## src/rtl/if_id_stage_pkg.sv

```systemverilog
// rtl/if_id_stage_pkg.sv - shared fetch-stage types and constants
// Reused by the ID/EX stage and hazard unit.
package if_id_stage_pkg;

  localparam int PC_W = 32;
  localparam logic [31:0] NOP_WORD = 32'h0000_0000;

  typedef enum logic [1:0] {
    BOOT = 2'd0,
    RUN  = 2'd1,
    HALT = 2'd2
  } fetch_state_e;

endpackage

```

## src/rtl/if_id_stage_fetch_stats.sv

```systemverilog
// rtl/if_id_stage_fetch_stats.sv - fetch/bubble event counters for the IF/ID register
// Instantiated by if_id_stage only when FETCH_STATS_EN is defined.
module fetch_stats (
  input  logic        clk,
  input  logic        rst_n,
  input  logic        load_valid,
  input  logic        load_bubble,
  output logic [31:0] fetch_count,
  output logic [31:0] bubble_count
);

  logic [31:0] fetch_count_q, fetch_count_d;
  logic [31:0] bubble_count_q, bubble_count_d;

  always_comb begin
    fetch_count_d  = fetch_count_q;
    bubble_count_d = bubble_count_q;
    if (load_valid)  fetch_count_d  = fetch_count_q + 32'd1;
    if (load_bubble) bubble_count_d = bubble_count_q + 32'd1;
  end

  always_ff @(posedge clk or negedge rst_n) begin
    if (!rst_n) begin
      fetch_count_q  <= 32'd0;
      bubble_count_q <= 32'd0;
    end else begin
      fetch_count_q  <= fetch_count_d;
      bubble_count_q <= bubble_count_d;
    end
  end

  assign fetch_count  = fetch_count_q;
  assign bubble_count = bubble_count_q;

endmodule

```

## src/rtl/if_id_stage.sv

```systemverilog
// rtl/if_id_stage.sv - PC register, fetch FSM and IF/ID pipeline register
// FETCH_STATS_EN adds fetchCount/bubbleCount outputs via fetch_stats.
module if_id_stage
  import if_id_stage_pkg::*;
#(
  parameter logic [31:0] RESET_PC  = 32'h0000_0000,
  parameter logic [31:0] HALT_WORD = 32'hFFFF_FFFF
) (
  input  logic        clk,
  input  logic        rst_n,
  output logic [31:0] imemAddr,
  input  logic [31:0] imemData,
  input  logic        stall,
  input  logic        redirect,
  input  logic [31:0] redirectTarget,
  output logic [31:0] instrOut,
  output logic [31:0] pcPlus4Out,
  output logic        validOut,
  output logic        halted
`ifdef FETCH_STATS_EN
  ,
  output logic [31:0] fetchCount,
  output logic [31:0] bubbleCount
`endif
);

  localparam logic [PC_W-1:0] RESET_PC_ALIGNED = {RESET_PC[PC_W-1:2], 2'b00};

  fetch_state_e    state_q, state_d;
  logic [PC_W-1:0] pc_q, pc_d;
  logic [31:0]     instr_q, instr_d;
  logic [PC_W-1:0] pcp4_q, pcp4_d;
  logic            valid_q, valid_d;
  logic            halted_q, halted_d;
  logic [PC_W-1:0] pc_plus4;

  assign pc_plus4 = pc_q + 32'd4;

  always_comb begin
    state_d = state_q;
    pc_d    = pc_q;
    instr_d = instr_q;
    pcp4_d  = pcp4_q;
    valid_d = valid_q;
    if (redirect) begin
      pc_d    = {redirectTarget[PC_W-1:2], 2'b00};
      instr_d = NOP_WORD;
      valid_d = 1'b0;
      state_d = RUN;
    end else begin
      case (state_q)
        BOOT: begin
          instr_d = NOP_WORD;
          valid_d = 1'b0;
          state_d = RUN;
        end
        RUN: begin
          // A halt word is swallowed as a bubble and the PC parks on it.
          if (!stall) begin
            if (imemData == HALT_WORD) begin
              instr_d = NOP_WORD;
              valid_d = 1'b0;
              state_d = HALT;
            end else begin
              pc_d    = pc_plus4;
              instr_d = imemData;
              pcp4_d  = pc_plus4;
              valid_d = 1'b1;
            end
          end
        end
        HALT: begin
          instr_d = NOP_WORD;
          valid_d = 1'b0;
        end
        default: begin
          instr_d = NOP_WORD;
          valid_d = 1'b0;
          state_d = BOOT;
        end
      endcase
    end
    halted_d = (state_d == HALT);
  end

  always_ff @(posedge clk or negedge rst_n) begin
    if (!rst_n) begin
      state_q  <= BOOT;
      pc_q     <= RESET_PC_ALIGNED;
      instr_q  <= NOP_WORD;
      pcp4_q   <= '0;
      valid_q  <= 1'b0;
      halted_q <= 1'b0;
    end else begin
      state_q  <= state_d;
      pc_q     <= pc_d;
      instr_q  <= instr_d;
      pcp4_q   <= pcp4_d;
      valid_q  <= valid_d;
      halted_q <= halted_d;
    end
  end

  assign imemAddr   = pc_q;
  assign instrOut   = instr_q;
  assign pcPlus4Out = pcp4_q;
  assign validOut   = valid_q;
  assign halted     = halted_q;

`ifdef FETCH_STATS_EN
  // Every edge loads the IF/ID register except a stall in RUN.
  logic stat_load;
  assign stat_load = redirect || (state_q != RUN) || !stall;

  fetch_stats u_fetch_stats (
    .clk          (clk),
    .rst_n        (rst_n),
    .load_valid   (stat_load && valid_d),
    .load_bubble  (stat_load && !valid_d),
    .fetch_count  (fetchCount),
    .bubble_count (bubbleCount)
  );
`endif

endmodule

```

## config.mk

```make
export PLATFORM = sky130hd
export DESIGN_NAME = if_id_stage
export DESIGN_NICKNAME = d
export VERILOG_FILES = /design/src/rtl/if_id_stage_pkg.sv /design/src/rtl/if_id_stage_fetch_stats.sv /design/src/rtl/if_id_stage.sv
export SDC_FILE = /design/constraint.sdc
export NUM_CORES = 1
export LEC_CHECK = 0
export ABC_AREA = 1
export BUFFER_PORTS_ARGS = -buffer_cell sky130_fd_sc_hd__buf_2
export CAP_MARGIN = 5
export CORE_ASPECT_RATIO = 0.75
export CORE_MARGIN = 1
export CORE_UTILIZATION = 40
export CTS_CLUSTER_SIZE = 14
export DETAILED_ROUTE_END_ITERATION = 10
export HOLD_SLACK_MARGIN = 0.08
export PLACE_DENSITY_LB_ADDON = 0.25
export SLEW_MARGIN = 20
export SYNTH_ARGS = -nofsm -noshare
export SYNTH_HDL_FRONTEND = slang
export SYNTH_SLANG_ARGS = --single-unit
export TNS_END_PERCENT = 30
```

## constraint.sdc

```tcl
create_clock -name clk -period 1.8 [get_ports clk]
set_input_delay 0.09 -clock clk [delete_from_list [all_inputs] [get_ports clk]]
set_output_delay 0.09 -clock clk [all_outputs]
set_load 0.02 [all_outputs]
```

Word level (Yosys, flattened, before mapping)
Cells that the tools add are included.

Bits in registers: 100. Input port bits: 68. Output and inout port bits: 98.

Add/sub/neg operators: 1. Equality and inequality tests: 7. Mux-type cells: 16. Bitwise logic cells: 3. Reduce and logical (&&, ||, !) cells: 4.

Operators by type and width (number): 2-to-1 mux 32 bit (8); adder 32 x 3 -> 32 bit (second input constant) (1); equality test 32 bit (second input constant) (1); 2-to-1 mux 2 bit (3); case mux 2 bit (3 select lines) (1); equality test 2 bit (second input constant) (2); 2-to-1 mux 1 bit (4); AND reduction 4 bit (1); inequality test 3 bit (second input constant) (1); NOT 1 bit (3); AND reduction 3 bit (1); equality test 2 x 1 -> 1 bit (second input constant) (1); zero test 2 bit (1); inequality test 2 x 1 -> 1 bit (second input constant) (1); inequality test 2 bit (second input constant) (1); nonzero test 2 bit (1).

Longest topological paths before layout
Depth after elaboration: 6. Depth in mapped cells: 10. Depth with buffers taken out: 10.

Worst setup path before layout
OpenSTA, ideal clock, no wires.

Kind: register to register. Start point: reg pc_q[2] (netlist: imemAddr[2]). End point: reg pc_q[20] (netlist: imemAddr[20]). Library setup time: 125 ps. Arrival: 1476 ps. Required time: 1675 ps. Slack: 199 ps. Cell stages (with the launch flop): 11. Path buffers: 0. Path through: dfrtp_1 > ha_1 > nand3_2 > inv_2 > nand2_2 > nor2_2 > nand2_1 > nand2_1 > nand2_1 > nand2_1 > nand3_1.

Word-level cells in the longest chain between the ends: 5.

Ends and longest elaborated chain: start: declaration (line if_id_stage.sv:30) `logic [PC_W-1:0] pc_q, pc_d;`; start signal: assignment (line if_id_stage.sv:96) `pc_q <= pc_d;`; adder 32 x 3 -> 32 bit (line if_id_stage.sv:37) `assign pc_plus4 = pc_q + 32'd4;`; 2-to-1 mux 32 bit (line if_id_stage.sv:60) `if (imemData == HALT_WORD) begin`; 2-to-1 mux 32 bit (line if_id_stage.sv:59) `if (!stall) begin`; 2-to-1 mux 32 bit (line if_id_stage.sv:51) `case (state_q)`; 2-to-1 mux 32 bit (line if_id_stage.sv:45) `if (redirect) begin`.

Every way passes these cells. The select of a mux whose other input is x is not followed. A chain may end at the register's enable or synchronous reset.

Worst setup path after layout
Start point: reg pc_q[3] (netlist: imemAddr[3]). End point: reg pc_q[20] (netlist: imemAddr[20]).

The elaborated chain is that of the path after synthesis.

==> qor.json <==
{
  "post-dp-hpwl": {"value": 10.17, "unit": "mm"},
  "synth-edff-count": {"value": 0},
  "timing.critical_path.buf_inv": {"value": 1},
  "hold_path.class": {"value": "primary input to flip-flop"},
  "cts_buf_count": {"value": 9},
  "setup_tns": {"value": 0, "unit": "ns"},
  "floorplan.io_pins": {"value": 166},
  "final.hold.worst_slack": {"value": 0.09100, "unit": "ns"},
  "via_per_inst": {"value": 4.803},
  "cts.sinks": {"value": 96},
  "instances_no_fill": {"value": 1021},
  "wl": {"value": 14.58, "unit": "mm"},
  "ys_async_sr_fraction": {"value": 100.0, "unit": "%"},
  "max_incr_delay_on_cp": {"value": 0.41, "unit": "ns"},
  "port-buffer-count": {"value": 159},
  "synthCells": {"value": 633},
  "ys.flop_type": {"value": "sky130_fd_sc_hd__dfrtp_1"},
  "crit_slowest_cell": {"value": "sky130_fd_sc_hd__dfrtp_1"},
  "synth_compound_gate_area_share": {"value": 4.577, "unit": "%"},
  "synth_adder_area_share": {"value": 0.2601, "unit": "%"},
  "power_leakage": {"value": 3.570, "unit": "nW"},
  "timing.max_slew.rel_slack": {"value": 56.21, "unit": "%"},
  "grt_start_max_net_pins": {"value": 54},
  "endpoint_kind": {"value": "flip-flop"},
  "global_route.overflow_total": {"value": 0},
  "critPathTopFamily": {"value": "simple AND/OR/NAND/NOR gates"},
  "area_contributors_post_synth": {"value": "sky130_fd_sc_hd__dfrtp_1, sky130_fd_sc_hd__nand2_1, sky130_fd_sc_hd__nand3_1, sky130_fd_sc_hd__nor2_1, sky130_fd_sc_hd__inv_1"},
  "fin_skew": {"value": 0.006863, "unit": "ns"},
  "grt_setup_unrepaired": {"value": "false"},
  "netlist_top_cells_count": {"value": "sky130_fd_sc_hd__nand2_1, sky130_fd_sc_hd__dfrtp_1, sky130_fd_sc_hd__nand3_1, sky130_fd_sc_hd__nor2_1, sky130_fd_sc_hd__inv_1"},
  "floorplan.die_area": {"value": 0.01247, "unit": "mm^2"},
  "drive_above_1_share": {"value": 24.10, "unit": "%"},
  "placedCellCount": {"value": 942},
  "clock_insertion_delay_worst_skew": {"value": 0.35, "unit": "ns"},
  "grt_pass1_vias": {"value": 4736},
  "ant_nets": {"value": 0},
  "antenna_found_initial": {"value": 0},
  "cts_htree_levels": {"value": 3},
  "hold_viol": {"value": 0},
  "synth_top_family_by_area": {"value": "simple AND/OR/NAND/NOR gates"},
  "drv_cap": {"value": 0},
  "power_density": {"value": 885.4, "unit": "mW/mm^2"},
  "areaGrowthSynthToFinish": {"value": 40.60, "unit": "%"},
  "clkSlewWorstSetupHoldPaths": {"value": 0.07, "unit": "ns"},
  "critical_path.max_fanout": {"value": 4},
  "placeableCoreArea": {"value": 0.01166, "unit": "mm^2"},
  "setup_slack": {"value": 0.1469, "unit": "ns"},
  "cp_launch_type": {"value": "flip-flop"},
  "grt_usage": {"value": 24.48, "unit": "%"},
  "max_fclk": {"value": 604.9, "unit": "MHz"},
  "place.gp.congestion": {"value": 0.8800},
  "cts_tree": {"value": "done"},
  "finalSetupViolCount": {"value": 0},
  "synthMuxAreaShare": {"value": 0, "unit": "%"},
  "worst-slew-pin-transition": {"value": 0.6569, "unit": "ns"},
  "synth-seq-area-share": {"value": 49.93, "unit": "%"},
  "design_power_total": {"value": 0.005989, "unit": "W"},
  "synthSimpleGateAreaFrac": {"value": 35.45, "unit": "%"},
  "post-route-drc-count": {"value": 0},
  "result_of_the_run": {"value": "finished clean"},
  "post_synth_num_cell_types": {"value": 25},
  "drt_pass1_iterations": {"value": 5},
  "postSynthRegisterBits": {"value": 96},
  "slew_violations": {"value": 0},
  "grt_first_pass_wirelength": {"value": 23.68, "unit": "mm"},
  "synthMostInstantiatedCell": {"value": "sky130_fd_sc_hd__nand2_1"},
  "initialDrtViolationCount": {"value": 317},
  "syn_avg_cell_area": {"value": 7.600, "unit": "um^2"},
  "rows": {"value": 34},
  "n_antenna_cell": {"value": 0},
  "warnings_from_yosys": {"value": 0},
  "clk_root_buffer_cell": {"value": "sky130_fd_sc_hd__clkbuf_16"},
  "post-synth-top-area-fraction": {"value": 49.93, "unit": "%"},
  "critPathArrivalTime": {"value": 1.89, "unit": "ns"},
  "post_synth_xor_area_fraction": {"value": 2.731, "unit": "%"},
  "placement.setup.worst_slack": {"value": 0.1192, "unit": "ns"},
  "cp_cell_sequence": {"value": "ha_2 -> nand3_2 -> inv_2 -> nand2_2 -> nor2_2 -> nand2_1 -> nand2_1 -> nand2_1 -> nand2_1 -> nand3_1"},
  "dieWidth": {"value": 128.6, "unit": "um"},
  "period_minus_slack": {"value": 1.653, "unit": "ns"},
  "timing.critical_path.mode_cell": {"value": "sky130_fd_sc_hd__nand2_1"},
  "wire_per_inst": {"value": 14.28, "unit": "um"},
  "synth_top_area_cell": {"value": "sky130_fd_sc_hd__dfrtp_1"},
  "cp.required": {"value": 2.03, "unit": "ns"},
  "synth_area": {"value": 0.004811, "unit": "mm^2"},
  "period_share": {"value": 91.84, "unit": "%"},
  "vdd_ir_drop_max": {"value": 0.5082, "unit": "mV"},
  "ctsLongestPathBuffers": {"value": 2},
  "worst-setup-path-type": {"value": "flip-flop to flip-flop"},
  "fp.dieH": {"value": 96.98, "unit": "um"},
  "num_vias": {"value": 4904},
  "nets": {"value": 923},
  "floorplan.initialDensity": {"value": 41.27, "unit": "%"}
}
timing repair:
item | CTS | global route
setup endpoints to repair | 0 | 5
resized for setup | 0 | 2
hold endpoints to repair | 108 | 0
hold buffers | 63 | 0
setup buffers | 0 | 0
sequential cells by signal (all words and copies together), names as in the netlist:
signal      cells
halted          1
imemAddr       30
instrOut       32
pcPlus4Out     30
state_q         2
validOut        1
final cells by class:
cell class              instances  area [um^2]
flip-flops and latches         96         2402
clock inverters                 4        52.55
repair buffers                235         1564
fillers                      1128         4892
well taps                     162        202.7
inverters                      50        188.9
clock buffers                  12        256.5
multi-input cells             462         2097
power breakdown:
part           leakage, nW  internal, W  total (W)  switching (W)
Combinational         2.21     0.000531    0.00138       0.000847
Clock                0.141      0.00115    0.00200       0.000843
Sequential            1.22      0.00240    0.00261       0.000217
Total                 3.57      0.00408    0.00599        0.00191
metal layers:
layer / track usage (%) / wire length, um
met1: 34.65 / 7107
met2: 37.92 / 6494
met3: 4.812 / 768
met4: 6.878 / 215
met5: 0 / 0
cells by family (layout without fill, tap and decap cells):
group,after synthesis,in the layout
other,1,4
AND/OR/NAND/NOR,403,403
adder cells (fa/ha/maj),1,1
buffers and inverters,78,301
AO/OA/AOI/OAI,39,39
XOR/XNOR,15,15
flip-flops,96,96
worst min-delay path: cells and delay by family:
kind	cells	cell delay, ns
buf+inv	2	0.20
simple gates	1	0.11
layout by cell type, fill, tap and decap left out, types with 5 or more instances in the layout:
cell / count
sky130_fd_sc_hd__nand3b_1: 13
sky130_fd_sc_hd__dlygate4sd3_1: 63
sky130_fd_sc_hd__buf_4: 11
sky130_fd_sc_hd__clkbuf_16: 9
sky130_fd_sc_hd__o21ai_0: 19
sky130_fd_sc_hd__buf_2: 158
sky130_fd_sc_hd__inv_1: 47
sky130_fd_sc_hd__dfrtp_1: 96
sky130_fd_sc_hd__xnor2_1: 7
sky130_fd_sc_hd__xor2_1: 8
sky130_fd_sc_hd__o22ai_1: 20
sky130_fd_sc_hd__nor2_1: 51
sky130_fd_sc_hd__nor2_2: 5
sky130_fd_sc_hd__nand3_1: 60
sky130_fd_sc_hd__nand2_1: 261
metrics by stage:
step,instance area [um^2],util [%]
6_report,6764,58.03
5_1_grt,6764,58.03
4_1_cts,6759,57.99
3_5_place_dp,5819,49.92
3_3_place_gp,5819,49.92
2_1_floorplan,4822,-
final timing paths:
check,from,endpoint,slack (ns),cells past startpoint
max in group asynchronous,rst_n,instrOut[25],0.81,3
min,redirect,state_q[0],0.09,3
min reg2reg,pcPlus4Out[20],pcPlus4Out[20],0.47,2
max,imemAddr[3],imemAddr[20],0.15,10
max reg2reg,imemAddr[3],imemAddr[20],0.15,10
min in group asynchronous,rst_n,imemAddr[26],0.31,2
Power figures use the tool's default switching activity.
